<file path="src/rtl/fft_sched_pkg.sv">
// Shared types and helpers for the fft_frame_sched scheduler and its tag FIFO.
package fft_sched_pkg;

  // Scheduler FSM states
  typedef enum logic [1:0] {
    IDLE   = 2'd0,
    STREAM = 2'd1,
    GAP    = 2'd2
  } state_t;

  // Default complex sample layout handed to the streaming FFT core
  localparam int SAMPLE_DW = 16;

  typedef struct packed {
    logic [SAMPLE_DW-1:0] re;
    logic [SAMPLE_DW-1:0] im;
  } sample_t;

  // Bits needed to hold a channel index (never narrower than one bit)
  function automatic int ch_w(input int n);
    return (n > 1) ? $clog2(n) : 1;
  endfunction

endpackage

</file>
<file path="src/rtl/fft_sched_tag_fifo.sv">
// Small synchronous FIFO holding the channel id of every frame accepted by
// the FFT core but not yet fully output. Push and pop in the same cycle are
// both honoured. The head is read combinationally so the id lines up with
// the core output sample it labels.
module fft_sched_tag_fifo
  import fft_sched_pkg::*;
#(
  parameter int WIDTH = 2,
  parameter int DEPTH = 4
) (
  input  logic             clk,
  input  logic             rst_n,
  input  logic             push,
  input  logic [WIDTH-1:0] push_data,
  input  logic             pop,
  output logic             full,
  output logic             empty,
  output logic [WIDTH-1:0] head
);

  localparam int AW = ch_w(DEPTH);
  localparam int CW = $clog2(DEPTH + 1);

  logic [WIDTH-1:0] mem_reg [DEPTH];
  logic [AW-1:0]    wr_ptr_reg;
  logic [AW-1:0]    rd_ptr_reg;
  logic [CW-1:0]    count_reg;
  logic             do_push;
  logic             do_pop;

  assign full    = (count_reg == CW'(DEPTH));
  assign empty   = (count_reg == '0);
  assign head    = mem_reg[rd_ptr_reg];
  assign do_pop  = pop && !empty;
  assign do_push = push && (!full || do_pop);

  // Storage write; contents need no reset since occupancy gates every read
  always_ff @(posedge clk) begin
    if (do_push) begin
      mem_reg[wr_ptr_reg] <= push_data;
    end
  end

  // Pointer and occupancy bookkeeping
  always_ff @(posedge clk) begin
    if (!rst_n) begin
      wr_ptr_reg <= '0;
      rd_ptr_reg <= '0;
      count_reg  <= '0;
    end else begin
      if (do_push) begin
        wr_ptr_reg <= (wr_ptr_reg == AW'(DEPTH - 1)) ? '0 : wr_ptr_reg + 1'b1;
      end
      if (do_pop) begin
        rd_ptr_reg <= (rd_ptr_reg == AW'(DEPTH - 1)) ? '0 : rd_ptr_reg + 1'b1;
      end
      case ({do_push, do_pop})
        2'b10:   count_reg <= count_reg + 1'b1;
        2'b01:   count_reg <= count_reg - 1'b1;
        default: count_reg <= count_reg;
      endcase
    end
  end

endmodule

</file>
<file path="src/rtl/fft_frame_sched.sv">
// Frame-level round-robin scheduler sharing one streaming FFT core between
// N_CH sources, and tagging each core output frame with its source channel.
// Optional per-channel statistics counters: define FFT_FRAME_SCHED_STATS_EN.
module fft_frame_sched
  import fft_sched_pkg::*;
#(
  parameter int N_CH         = 4,
  parameter int FFT_SIZE     = 256,
  parameter int DW           = 16,
  parameter int GAP_CYCLES   = 2,
  parameter int MAX_INFLIGHT = 4
) (
  input  logic                    clk,
  input  logic                    rst_n,
  input  logic [N_CH-1:0]         ch_req,
  output logic [N_CH-1:0]         ch_grant,
  input  logic [N_CH*DW-1:0]      ch_re,
  input  logic [N_CH*DW-1:0]      ch_im,
  input  logic [N_CH-1:0]         ch_valid,
  output logic [DW-1:0]           fft_din_re,
  output logic [DW-1:0]           fft_din_im,
  output logic                    fft_din_valid,
  input  logic                    fft_dout_valid,
  output logic [ch_w(N_CH)-1:0]   out_ch_id,
  output logic                    out_sof,
  output logic                    out_eof,
  output logic                    underrun,
  output logic                    orphan_err,
  output logic                    busy
`ifdef FFT_FRAME_SCHED_STATS_EN
  ,
  output logic [N_CH*16-1:0]      frames_cnt,
  output logic [N_CH*16-1:0]      underrun_cnt
`endif
);

  localparam int CH_W  = ch_w(N_CH);
  localparam int CNT_W = ch_w(FFT_SIZE);
  localparam int GAP_W = $clog2(GAP_CYCLES + 2);

  state_t            state_reg;
  logic [CH_W-1:0]   ptr_reg;
  logic [CH_W-1:0]   cur_ch_reg;
  logic [CNT_W-1:0]  cnt_reg;
  logic [GAP_W-1:0]  gap_cnt_reg;
  logic [N_CH-1:0]   grant_reg;
  logic [DW-1:0]     din_re_reg;
  logic [DW-1:0]     din_im_reg;
  logic              din_valid_reg;
  logic              underrun_reg;
  logic [CNT_W-1:0]  outcnt_reg;
  logic              orphan_reg;

  logic [DW-1:0]     lane_re [N_CH];
  logic [DW-1:0]     lane_im [N_CH];
  logic              arb_found;
  logic [CH_W-1:0]   arb_ch;
  logic              tag_push;
  logic              tag_pop;
  logic              tag_full;
  logic              tag_empty;
  logic [CH_W-1:0]   tag_head;

  // Unpack the per-channel sample buses into lanes
  genvar gi;
  generate
    for (gi = 0; gi < N_CH; gi++) begin : g_lane
      assign lane_re[gi] = ch_re[gi*DW +: DW];
      assign lane_im[gi] = ch_im[gi*DW +: DW];
    end
  endgenerate

  // Round-robin search from ptr_reg; descending loop so the nearest requester wins
  always_comb begin
    arb_found = 1'b0;
    arb_ch    = '0;
    for (int i = N_CH - 1; i >= 0; i--) begin
      if (ch_req[(int'(ptr_reg) + i) % N_CH]) begin
        arb_found = 1'b1;
        arb_ch    = CH_W'((int'(ptr_reg) + i) % N_CH);
      end
    end
  end

  assign tag_push = (state_reg == IDLE) && arb_found && !tag_full;

  // Scheduler FSM with registered grant and core-input sample
  always_ff @(posedge clk) begin
    if (!rst_n) begin
      state_reg     <= IDLE;
      ptr_reg       <= '0;
      cur_ch_reg    <= '0;
      cnt_reg       <= '0;
      gap_cnt_reg   <= '0;
      grant_reg     <= '0;
      din_re_reg    <= '0;
      din_im_reg    <= '0;
      din_valid_reg <= 1'b0;
      underrun_reg  <= 1'b0;
    end else begin
      din_valid_reg <= 1'b0;
      din_re_reg    <= '0;
      din_im_reg    <= '0;
      underrun_reg  <= 1'b0;
      case (state_reg)
        IDLE: begin
          if (tag_push) begin
            cur_ch_reg <= arb_ch;
            ptr_reg    <= CH_W'((int'(arb_ch) + 1) % N_CH);
            grant_reg  <= N_CH'(1) << arb_ch;
            cnt_reg    <= '0;
            state_reg  <= STREAM;
          end
        end
        STREAM: begin
          // A missing sample is replaced by zero so the frame stays contiguous
          din_valid_reg <= 1'b1;
          if (ch_valid[cur_ch_reg]) begin
            din_re_reg <= lane_re[cur_ch_reg];
            din_im_reg <= lane_im[cur_ch_reg];
          end else begin
            underrun_reg <= 1'b1;
          end
          if (cnt_reg == CNT_W'(FFT_SIZE - 1)) begin
            cnt_reg     <= '0;
            grant_reg   <= '0;
            gap_cnt_reg <= '0;
            state_reg   <= (GAP_CYCLES == 0) ? IDLE : GAP;
          end else begin
            cnt_reg <= cnt_reg + 1'b1;
          end
        end
        GAP: begin
          if (int'(gap_cnt_reg) >= GAP_CYCLES - 1) begin
            state_reg <= IDLE;
          end else begin
            gap_cnt_reg <= gap_cnt_reg + 1'b1;
          end
        end
        default: state_reg <= IDLE;
      endcase
    end
  end

  // Output-side frame position and sticky orphan detection
  always_ff @(posedge clk) begin
    if (!rst_n) begin
      outcnt_reg <= '0;
      orphan_reg <= 1'b0;
    end else if (fft_dout_valid) begin
      outcnt_reg <= (outcnt_reg == CNT_W'(FFT_SIZE - 1)) ? '0 : outcnt_reg + 1'b1;
      if (tag_empty) begin
        orphan_reg <= 1'b1;
      end
    end
  end

  assign tag_pop = out_eof;

  fft_sched_tag_fifo #(
    .WIDTH (CH_W),
    .DEPTH (MAX_INFLIGHT)
  ) u_tag_fifo (
    .clk       (clk),
    .rst_n     (rst_n),
    .push      (tag_push),
    .push_data (arb_ch),
    .pop       (tag_pop),
    .full      (tag_full),
    .empty     (tag_empty),
    .head      (tag_head)
  );

  assign ch_grant      = grant_reg;
  assign fft_din_re    = din_re_reg;
  assign fft_din_im    = din_im_reg;
  assign fft_din_valid = din_valid_reg;
  assign underrun      = underrun_reg;
  assign orphan_err    = orphan_reg;
  assign busy          = (state_reg != IDLE);
  assign out_ch_id     = tag_empty ? '0 : tag_head;
  assign out_sof       = fft_dout_valid && (outcnt_reg == '0);
  assign out_eof       = fft_dout_valid && (outcnt_reg == CNT_W'(FFT_SIZE - 1));

`ifdef FFT_FRAME_SCHED_STATS_EN
  // Per-channel granted-frame and substituted-sample counters, wrapping
  generate
    for (gi = 0; gi < N_CH; gi++) begin : g_stats
      logic [15:0] frames_reg;
      logic [15:0] underruns_reg;

      // Count grants issued to and samples substituted for this channel
      always_ff @(posedge clk) begin
        if (!rst_n) begin
          frames_reg    <= '0;
          underruns_reg <= '0;
        end else begin
          if (tag_push && (arb_ch == CH_W'(gi))) begin
            frames_reg <= frames_reg + 1'b1;
          end
          if ((state_reg == STREAM) && (cur_ch_reg == CH_W'(gi)) && !ch_valid[gi]) begin
            underruns_reg <= underruns_reg + 1'b1;
          end
        end
      end

      assign frames_cnt[gi*16 +: 16]   = frames_reg;
      assign underrun_cnt[gi*16 +: 16] = underruns_reg;
    end
  endgenerate
`endif

endmodule
</file>
<file path="config.mk">
export PLATFORM = sky130hd
export DESIGN_NAME = fft_frame_sched
export DESIGN_NICKNAME = d
export VERILOG_FILES = /design/src/rtl/fft_sched_pkg.sv /design/src/rtl/fft_sched_tag_fifo.sv /design/src/rtl/fft_frame_sched.sv
export SDC_FILE = /design/constraint.sdc
export NUM_CORES = 1
export LEC_CHECK = 0
export BUFFER_PORTS_ARGS = -buffer_cell sky130_fd_sc_hd__buf_2
export CORE_ASPECT_RATIO = 0.5
export CORE_UTILIZATION = 50
export CTS_CLUSTER_SIZE = 30
export DETAILED_ROUTE_END_ITERATION = 10
export PLACE_DENSITY = 0.85
export SYNTH_ARGS = -nofsm -noshare
export SYNTH_HDL_FRONTEND = slang
export SYNTH_SLANG_ARGS = --single-unit
</file>
<file path="constraint.sdc">
create_clock -name clk -period 5.7 [get_ports clk]
set_input_delay 0.285 -clock clk [delete_from_list [all_inputs] [get_ports clk]]
set_output_delay 0.285 -clock clk [all_outputs]
set_load 0.02 [all_outputs]
</file>
==> summary.md, run 1 <==
| Metric | Value |
|---|---|
| Status | finished, final reports clean |
| Worst Hold Path EP | outcnt_reg[0] |
| R2r endpoint | u_tag_fifo.count_reg[2] |
| Area of the die | 8260 sq um |
| Root buffer cell | clkbuf_16 |
| Leakage | 2.29 nW |
| Area leader, netlist | dfxtp_1 |
| Crit path kind | register to register |
| Number of synthesized flops with an enable pin | 8 |
| Die Y | 64.8 microns |
| Clock-pin slew on the worst setup and hold paths | approximately 0.06 ns |
| Synth cell types | a little under 50 |
| Critical Path Sink Type | register |
| TritonCTS Sinks | 80 |
| Maxcap violations | 0 |
| Hold Path Class | input port to register |
| Worst R2R Setup Slack | approximately 3.0 ns |
| Synth top area cells | dfxtp_1, mux4_2, edfxtp_1 |
| I/O Pins | 183 |
| Synth Register Bits | 80 |
| Crit path top cell by count | ha_1 |
| Total gr overflow | 0 |
| Startpoint Class | register |
| Clock Tree Buf Depth | 2 |
| DR WL/cell | 14.8 microns |
| RePlAce Congestion | about 0.85 |
| # resized after CTS | 0 |
| Sequential area share after synthesis | a little over two fifths |
| Hold Startpoint | fft_dout_valid |
| Net switching fraction of the power | 25.2% |
| Worst-path cell chain | ha_1 -> nand3_1 -> nor4_2 -> ha_1 -> inv_1 -> fa_1 -> xor2_1 -> or3_1 -> a21boi_0 |
| Worst r2r src | outcnt_reg[0] |
| Initial antenna violation count | 0 |
| H-tree depth | 3 |
| Fmax | 373 MHz |
| Endpoints failing setup | 0 |
| RSZ-0062 raised after global routing | false |
| Setup tns final | 0 ns |
| Slew HR | about a fifth |
| Setup bufs post-CTS | 0 |
| Via-to-Cell Ratio | 5.16 |
| # diodes | 0 |
| Num rows | 22 |
| Clock power frac | around 37% |
| DR iter-0 viols | 138 |
| Sequential Power Share | roughly 43% |
| Sw power | 369 uW |
| CTS tree | built |
| Largest net degree at the start of global routing | 40 |
| Worst slew pin tran | 1.19 ns |
| Post-Syn Nets | 503 |
| Tmin final | about 2.7 ns |
| Antenna-violating nets left | 0 |
| Syn_area_per_cell | between 10 and 15 sq um |
| First-pass GRT wire length | 14.8 mm |
| Core area | roughly 7500 sq um |
| Critical Path AT | approximately 2.9 ns |
| Reg2Reg Depth | 9 |
| Pwr dens | roughly 280 nW/um^2 |
| Period utilisation layout | 47.0% |
| Cell count after synthesis | 349 |
| Slew Viols, Final | 0 |
| Num CTS Buffers | 9 |
| Peak VDD IR | 0.148 mV |
| Hold buffers post-CTS | 0 |
| DP HPWL | roughly 7.3 mm |
| Power share of the combinational group | 20.3% |
| Syn Std Cell Area | 3940 sq um |
| Slowest stage delay, CP | about 0.46 ns |
| Skew final | 0.00867 ns |
| Worst EP required | 5.95 ns |
| Slowest-stage cell, CP | nor4_2 |
| Routed wire length | 9.40 mm |
| Nets | 678 |
| Util after Layout | 69.4% |
| Fin. Hold Viols | 0 |
| CP Max Fanout | 5 |
| Hold path depth | 3 |
| Vias | 3286 |
| Clock Latency Late Sink | 0.33 ns |
| Vias in the first global route | 3188 |
| Share of the synthesized area in the top cell type | between 30% and 40% |
| Asr flop ratio synth | 0% |
| Ys Warns | 0 |
| DRT Pass-1 Iters | 4 |
| Die width | 128 microns |
| Initial Util | 52.6% |
| Drc violations | 0 |
| Cell Int Power | 1.09 mW |
| Total GRT Usage | between 20% and 30% |
| IO Port Bufs | 182 |
| Area grow syn2layout | 31.9% |
| Layout cells sized above 1 | between 40% and 50% |
| Primary FF master, synth | dfxtp_1 |
layout make-up:
class / count / area, sq um
fill: 572 / 2290
multi-input combinational: 234 / 2110
sequential: 80 / 1680
timing repair buffer: 184 / 926
clock buffer: 12 / 236
tap: 108 / 135
inverter: 15 / 56.3
clock inverter: 4 / 45.0
synthesized netlist by cell type, drive strengths merged, types with 7 or more instances:
cell	count
a21boi	9
and2	7
buf	10
clkbuf	10
dfxtp	72
edfxtp	8
ha	14
inv	15
mux4	35
nand2	27
nand3	14
nor2	12
nor2b	38
o21ai	15
worst max-delay path by stage:
stage                     depth (start not counted)  slack, ns                      end          start
after global placement                            9       3.13  u_tag_fifo.count_reg[2]  outcnt_reg[0]
after floorplan                                   9       3.25  u_tag_fifo.count_reg[2]  outcnt_reg[0]
after CTS                                         9       3.00  u_tag_fifo.count_reg[2]  outcnt_reg[0]
final                                             9       3.02  u_tag_fifo.count_reg[2]  outcnt_reg[0]
after global routing                              9       2.73  u_tag_fifo.count_reg[2]  outcnt_reg[0]
after detailed placement                          9       3.01  u_tag_fifo.count_reg[2]  outcnt_reg[0]
routing by layer:
layer | track usage, % | vias up | part of all wire (%)
met1 | 27.7 | 1569 | 39
met3 | 6.77 | 10 | 6.1
met2 | 42.8 | 99 | 54
met5 | 0 | - | 0
li1 | - | 1608 | -
met4 | 8.63 | 0 | 0.95
stage by stage:
stage / hold WS (ns) / total power [mW] / instances / instance area, sq um / setup WS (ns)
floorplan: 0.445 / 0.833 / 349 / 3940 / 3.25
global placement: 0.444 / 0.924 / 621 / 4910 / 3.13
detailed placement: 0.459 / 0.933 / 621 / 4910 / 3.01
CTS: 0.314 / 1.48 / 637 / 5190 / 3.00
global route: 0.338 / 1.53 / 637 / 5190 / 2.73
finish: 0.321 / 1.46 / 637 / 5190 / 3.02
kinds of logic after synthesis:
| kind of cell | Yosys count | synth area share (%) |
|---|---|---|
| multiplexers | 38 | 20.8 |
| AO/OA/AOI/OAI | 45 | 7.40 |
| AND/OR/NAND/NOR | 128 | 18.7 |
| flip-flops | 80 | 42.7 |
| buffers and inverters | 35 | 3.65 |
| XOR/XNOR | 8 | 1.78 |
| adder cells (fa/ha/maj) | 15 | 4.96 |
layout by cell type (no fill, tap or decap), drive strengths merged, types with 9 or more instances in the layout:
cell and instances:
nand2 27, dfxtp 72, buf 184, ha 14, inv 15, o21ai 15, nand3 14, clkbuf 12
a21boi 9, nor2 12, mux4 35, nor2b 38
worst max-delay path: cells and delay by family, from the launching register on:
kind / cells / cell delay [ns]
buffers and inverters: 1 / 0.07
flip-flops: 1 / 0.38
XOR/XNOR: 1 / 0.16
AO/OA/AOI/OAI: 1 / 0.17
adder cells (fa/ha/maj): 3 / 0.91
AND/OR/NAND/NOR: 3 / 0.91
power groups by stage:
stage / registers [mW] / clock network (mW) / logic, mW
3_3_place_gp: 0.634 / 0 / 0.289
3_5_place_dp: 0.635 / 0 / 0.297
6_report: 0.624 / 0.543 / 0.297
4_1_cts: 0.624 / 0.554 / 0.300
2_1_floorplan: 0.649 / 0 / 0.183
5_1_grt: 0.628 / 0.581 / 0.325
(Power assumes the default switching activity.)
==> run 2, diff against run 1 <==
CORE_UTILIZATION = 42   (was 50)
PLACE_DENSITY = 0.76   (was 0.85)
clock period = 2.2 ns   (was 5.7 ns; I/O delays follow)
==> run 2 against run 1 <==
Against the previous run: critical path type unchanged; wire length is 2.5% higher; final area is 5.3% higher; worst hold slack worse by 0.15 ns; largest power group unchanged; the flow now finishes with violations (setup timing); via count increased by 3.1%; first-iteration DRC count is 11% higher.
==> summary.md, run 2 (synthesized netlist as in run 1, its figures left out) <==
| Metric | Value |
|---|---|
| Status | complete, but fails checks |
| Failing checks | setup timing |
| Initial Util | 44.3% (-8.3 points) |
| CP Buf/Inv Count | 1 (unchanged) |
| DP HPWL | 7.42 mm (+1.8%) |
| Slowest-stage cell, CP | dfxtp_1 |
| Hold Path Class | input port to register |
| Core area | 8890 sq um (+19%) |
| Total GRT Usage | 20.6% (-3.3 points) |
| Worst Hold Slack | 0.173 ns (-0.148 ns) |
| Skew final | 0.00737 ns (-0.00130 ns) |
| I/O Pins | 183 (unchanged) |
| Clock Tree Buf Depth | 2 (unchanged) |
| Total gr overflow | 0 (unchanged) |
| Fmax | 454 MHz (+22%) |
| Critical Path AT | 2.45 ns (-0.48 ns) |
| Maxcap violations | 0 (unchanged) |
| Slew Viols, Final | 0 (unchanged) |
| Peak VDD IR | 0.362 mV (+140%) |
| Final worst setup slack | -0.00220 ns (-3.02 ns) |
| Num CTS Buffers | 9 (unchanged) |
| Nets | 704 (+3.8%) |
| Num rows | 24 (+9.1%) |
| Area of the die | 9790 sq um (+19%) |
| Pwr dens | 703 nW/um^2 (+150%) |
| Util after Layout | 61.5% (-7.9 points) |
| Worst-path cell chain | nand2_2 -> nor4_4 -> ha_2 -> inv_2 -> fa_2 -> xor2_2 -> or3_1 -> a21boi_1 |
| CTS tree | built |
| Via-to-Cell Ratio | 5.04 (-2.3%) |
| First-pass GRT wire length | 15.4 mm (+4.0%) |
| Fin. Hold Viols | 0 (unchanged) |
| Placed cell area | 5100 sq um (+3.8%) |
| RePlAce Congestion | 0.826 (-2.4%) |
| Worst slew pin tran | 0.452 ns (-0.737 ns) |
| Overall power | 3.84 mW (+160%) |
| Commonest non-fill, non-tap cell in the layout | buf_2 |
| Initial antenna violation count | 0 (unchanged) |
| Slew HR | 69.6% (+49 points) |
| Endpoints failing setup | 1 (+1) |
| Vias | 3387 (+3.1%) |
| CP Max Fanout | 3 (-2) |
| Post-Layout Inst Area | 5470 sq um (+5.3%) |
| DR WL/cell | 14.3 microns (-2.8%) |
| Drc violations | 0 (unchanged) |
| Period utilisation layout | 100% (+53 points) |
| Worst EP required | 2.45 ns (-3.50 ns) |
| Critical Path Sink Type | register |
| IO Port Bufs | 182 (unchanged) |
| Largest net degree at the start of global routing | 24 (-40%) |
| RSZ-0062 raised after global routing | true |
| # diodes | 0 (unchanged) |
| Antenna-violating nets left | 0 (unchanged) |
| Routed wire length | 9.63 mm (+2.5%) |
| Root buffer cell | clkbuf_16 |
| DRT Pass-1 Iters | 7 (+3) |
| Die Y | 70.5 microns (+8.8%) |
| Die width | 139 microns (+9.0%) |
| Startpoint Class | register |
| Clock-pin slew on the worst setup and hold paths | 0.06 ns (about the same) |
| Vias in the first global route | 3276 (+2.8%) |
| Crit path kind | register to register |
| Tmin final | 2.20 ns (-0.478 ns) |
| Area grow syn2layout | 38.8% |
| TritonCTS Sinks | 80 (unchanged) |
| H-tree depth | 3 (unchanged) |
| Slowest stage delay, CP | 0.38 ns (-0.08 ns) |
| Leakage | 2.44 nW (+6.4%) |
| DR iter-0 viols | 153 (+11%) |
| CP top delay family | simple AND/OR/NAND/NOR gates |
| Commonest cells after routing, fill and taps aside | buf_2, dfxtp_1, nor2b_1 |
| Clock Latency Late Sink | 0.33 ns (about the same) |
| Layout cells sized above 1 | 50.6% (+4.9 points) |
-- run 2: cell count changes in the layout (fill, tap and decap cells not counted), sizes merged --
cell | before | now
buf | 184 | 210
clkbuf | 12 | 11
clkinv | 3 | 4
-- run 2: path summary, 6_finish.rpt --
| kind | cells after the start | to | slack [ns] | from |
|---|---|---|---|---|
| worst max-delay path | 8 | u_tag_fifo.count_reg[2] | -0.002 | outcnt_reg[7] |
| worst max register to register | 8 | u_tag_fifo.count_reg[2] | -0.002 | outcnt_reg[7] |
| worst min register to register | 2 | ch_grant[2] | 0.46 | ch_grant[2] |
| worst min-delay path | 3 | orphan_err | 0.17 | fft_dout_valid |
-- run 2: where the power goes --
| group | switching (mW) | internal, mW |
|---|---|---|
| registers | 0.0502 | 1.57 |
| clock network | 0.536 | 0.867 |
| logic | 0.387 | 0.433 |
| total | 0.973 | 2.87 |
-- run 2: layout make-up --
class | instances | area, sq um
Clock buffer | 11 | 233
Inverter | 15 | 56.3
Fill cell | 736 | 3420
Sequential cell | 80 | 1690
Multi-Input combinational cell | 234 | 2170
Timing Repair Buffer | 210 | 1120
Tap cell | 117 | 146
Clock inverter | 5 | 47.5
-- run 2: worst min-delay path: cells and delay by family --
kind                   cells  cell delay (ns)
and+or+nand+nor            1             0.05
buffers and inverters      1             0.16
AOI/OAI and AO/OA          1             0.13
-- run 2: metrics by stage --
step | std cells | setup slack (ns) | TNS, ns
global placement | 648 | 0.0444 | 0
finish | 672 | -0.00220 | -0.00220
global route | 672 | -0.0625 | -0.0625
detailed placement | 648 | -0.0859 | -0.0859
floorplan | 349 | 0.000214 | 0
CTS | 669 | -0.0527 | -0.0527
-- run 2: repair_timing --
item,in CTS,in global routing
hold buffers,0,0
setup buffers,5,3
setup endpoints to repair,1,1
pin swaps,4,6
resized for setup,6,5
-- run 2: routing by layer --
| metal | wire (microns) | share of wire (%) | vias to the layer above | global-route usage, % |
|---|---|---|---|---|
| met3 | 435 | 4.5 | 6 | 5.97 |
| met5 | 0 | 0 | - | 0 |
| met4 | 58 | 0.60 | 0 | 6.54 |
| met1 | 4130 | 43 | 1614 | 25.2 |
| met2 | 5010 | 52 | 108 | 35.2 |
| li1 | - | - | 1659 | - |
==> run 3, diff against run 2 <==
MAX_ROUTING_LAYER = met4   (was default)
==> run 3 against run 2 <==
Against the previous run: the run still ends with setup timing left; largest cell class unchanged; power barely moved; wire length rose by 0.19%; critical path depth did not move.
==> summary.md, run 3 (synthesized netlist as in run 1, its figures left out) <==
| Metric | Value |
|---|---|
| Area of the die | 9790 sq um (unchanged) |
| Final worst setup slack | -0.00225 ns (-0.0000504 ns) |
| Fin. Hold Viols | 0 (unchanged) |
| CTS tree | built |
| Num rows | 24 (unchanged) |
| Root buffer cell | clkbuf_16 |
| Routed wire length | 9.65 mm (+0.19%) |
| Commonest non-fill, non-tap cell in the layout | buf_2 |
| RePlAce Congestion | 0.839 (+1.5%) |
| Vias | 3384 (-0.089%) |
| DR iter-0 viols | 142 (-7.2%) |
| Status | complete, but fails checks |
| Clock Latency Late Sink | 0.33 ns (about the same) |
| DRT Pass-1 Iters | 6 (-1) |
| Slew Viols, Final | 0 (unchanged) |
| Via-to-Cell Ratio | 5.04 (about the same) |
| Initial Util | 44.3% (unchanged) |
| DP HPWL | 7.42 mm (unchanged) |
| Critical Path AT | 2.45 ns (about the same) |
| Area grow syn2layout | 38.8% (unchanged) |
| Fin cells | 672 (unchanged) |
| Startpoint Class | register |
| H-tree depth | 3 (unchanged) |
| Crit path kind | register to register |
| Slowest stage delay, CP | 0.38 ns (about the same) |
| Peak VDD IR | 0.365 mV (+0.66%) |
| Commonest cells after routing, fill and taps aside | buf_2, dfxtp_1, nor2b_1 |
| Reg2Reg Depth | 8 (unchanged) |
| IO Port Bufs | 182 (unchanged) |
| Largest net degree at the start of global routing | 24 (unchanged) |
| Antenna-violating nets left | 0 (unchanged) |
| Failing checks | setup timing |
| Leakage | 2.44 nW (unchanged) |
| CP Buf/Inv Count | 1 (unchanged) |
| Skew final | 0.00819 ns (+0.000827 ns) |
| # diodes | 0 (unchanged) |
| Die width | 139 microns (unchanged) |
| Util after Layout | 61.5% (unchanged) |
| CP Max Fanout | 3 (unchanged) |
| Fmax | 454 MHz (about the same) |
| Vias in the first global route | 3282 (+0.18%) |
| Cell total after placement | 648 (unchanged) |
| Worst slew pin tran | 0.453 ns (+0.000682 ns) |
| RSZ-0062 raised after global routing | true |
| Worst-path cell chain | nand2_2 -> nor4_4 -> ha_2 -> inv_2 -> fa_2 -> xor2_2 -> or3_1 -> a21boi_1 |
| Period utilisation layout | 100% (about the same) |
| Clock Tree Buf Depth | 2 (unchanged) |
| First-pass GRT wire length | 15.4 mm (+0.14%) |
| Pwr dens | 703 nW/um^2 (about the same) |
| Drc violations | 0 (unchanged) |
| I/O Pins | 183 (unchanged) |
| Hold Path Class | input port to register |
| Endpoints failing setup | 1 (unchanged) |
| Tmin final | 2.20 ns (+0.0000504 ns) |
| Core area | 8890 sq um (unchanged) |
| Clock-pin slew on the worst setup and hold paths | 0.06 ns (about the same) |
| Overall power | 3.84 mW (about the same) |
| Num CTS Buffers | 9 (unchanged) |
| Total GRT Usage | 21.2% (+0.65 points) |
| Nets | 704 (unchanged) |
| DR WL/cell | 14.4 microns (+0.19%) |
| Critical Path Sink Type | register |
| TritonCTS Sinks | 80 (unchanged) |
| CP top delay family | simple AND/OR/NAND/NOR gates |
| Initial antenna violation count | 0 (unchanged) |
| Hold path depth | 2 (-1) |
| Maxcap violations | 0 (unchanged) |
| Die Y | 70.5 microns (unchanged) |
| Layout cells sized above 1 | 50.6% (unchanged) |
| Critical path depth | 8 (unchanged) |
| Total gr overflow | 0 (unchanged) |
| Hold buffers post-CTS | 0 (unchanged) |
| Slew HR | 69.6% (about the same) |
| Worst EP required | 2.45 ns (about the same) |
| Slowest-stage cell, CP | dfxtp_1 |
| Setup tns final | -0.00225 ns (-0.0000504 ns) |
-- run 3: power breakdown --
part / leakage (nW) / total [mW] / switching, mW / internal [mW]
logic: 1.64 / 0.820 / 0.387 / 0.433
clock network: 0.138 / 1.41 / 0.538 / 0.867
registers: 0.663 / 1.62 / 0.0500 / 1.57
total: 2.44 / 3.84 / 0.975 / 2.87
-- run 3: path summary, 6_finish.rpt --
check,from,endpoint,slack [ns]
hold / removal,rst_n,gap_cnt_reg[0],0.17
setup reg to reg,outcnt_reg[7],u_tag_fifo.count_reg[2],-0.002
setup / recovery,outcnt_reg[7],u_tag_fifo.count_reg[2],-0.002
hold reg to reg,ch_grant[2],ch_grant[2],0.46
-- run 3: what timing repair did --
action,in CTS,in global routing
gates resized for setup,6,5
setup buffers,5,3
pin swaps,4,6
setup endpoints to repair,1,1
-- run 3: cell type report --
class	count	area (sq um)
Clock buffer	11	233
Clock inverter	5	47.5
Fill cell	736	3420
Inverter	15	56.3
Multi-Input combinational cell	234	2170
Sequential cell	80	1690
Tap cell	117	146
Timing Repair Buffer	210	1120
-- run 3: stage by stage --
step	hold WS, ns	cell area [sq um]	setup slack, ns
floorplan	0.314	3980	0.000214
global placement	0.443	5100	0.0444
detailed placement	0.451	5100	-0.0859
CTS	0.160	5430	-0.0527
global route	0.182	5470	-0.0624
finish	0.169	5470	-0.00225
-- run 3: per-layer routing --
| layer | up-vias | share of wire [%] | global-route usage, % | wire (microns) |
|---|---|---|---|---|
| li1 | 1655 | - | - | - |
| met1 | 1621 | 43 | 25.4 | 4180 |
| met2 | 99 | 51 | 35.2 | 4960 |
| met3 | 9 | 4.4 | 5.62 | 423 |
| met4 | 0 | 0.82 | 6.91 | 79 |
| met5 | - | 0 | - | 0 |
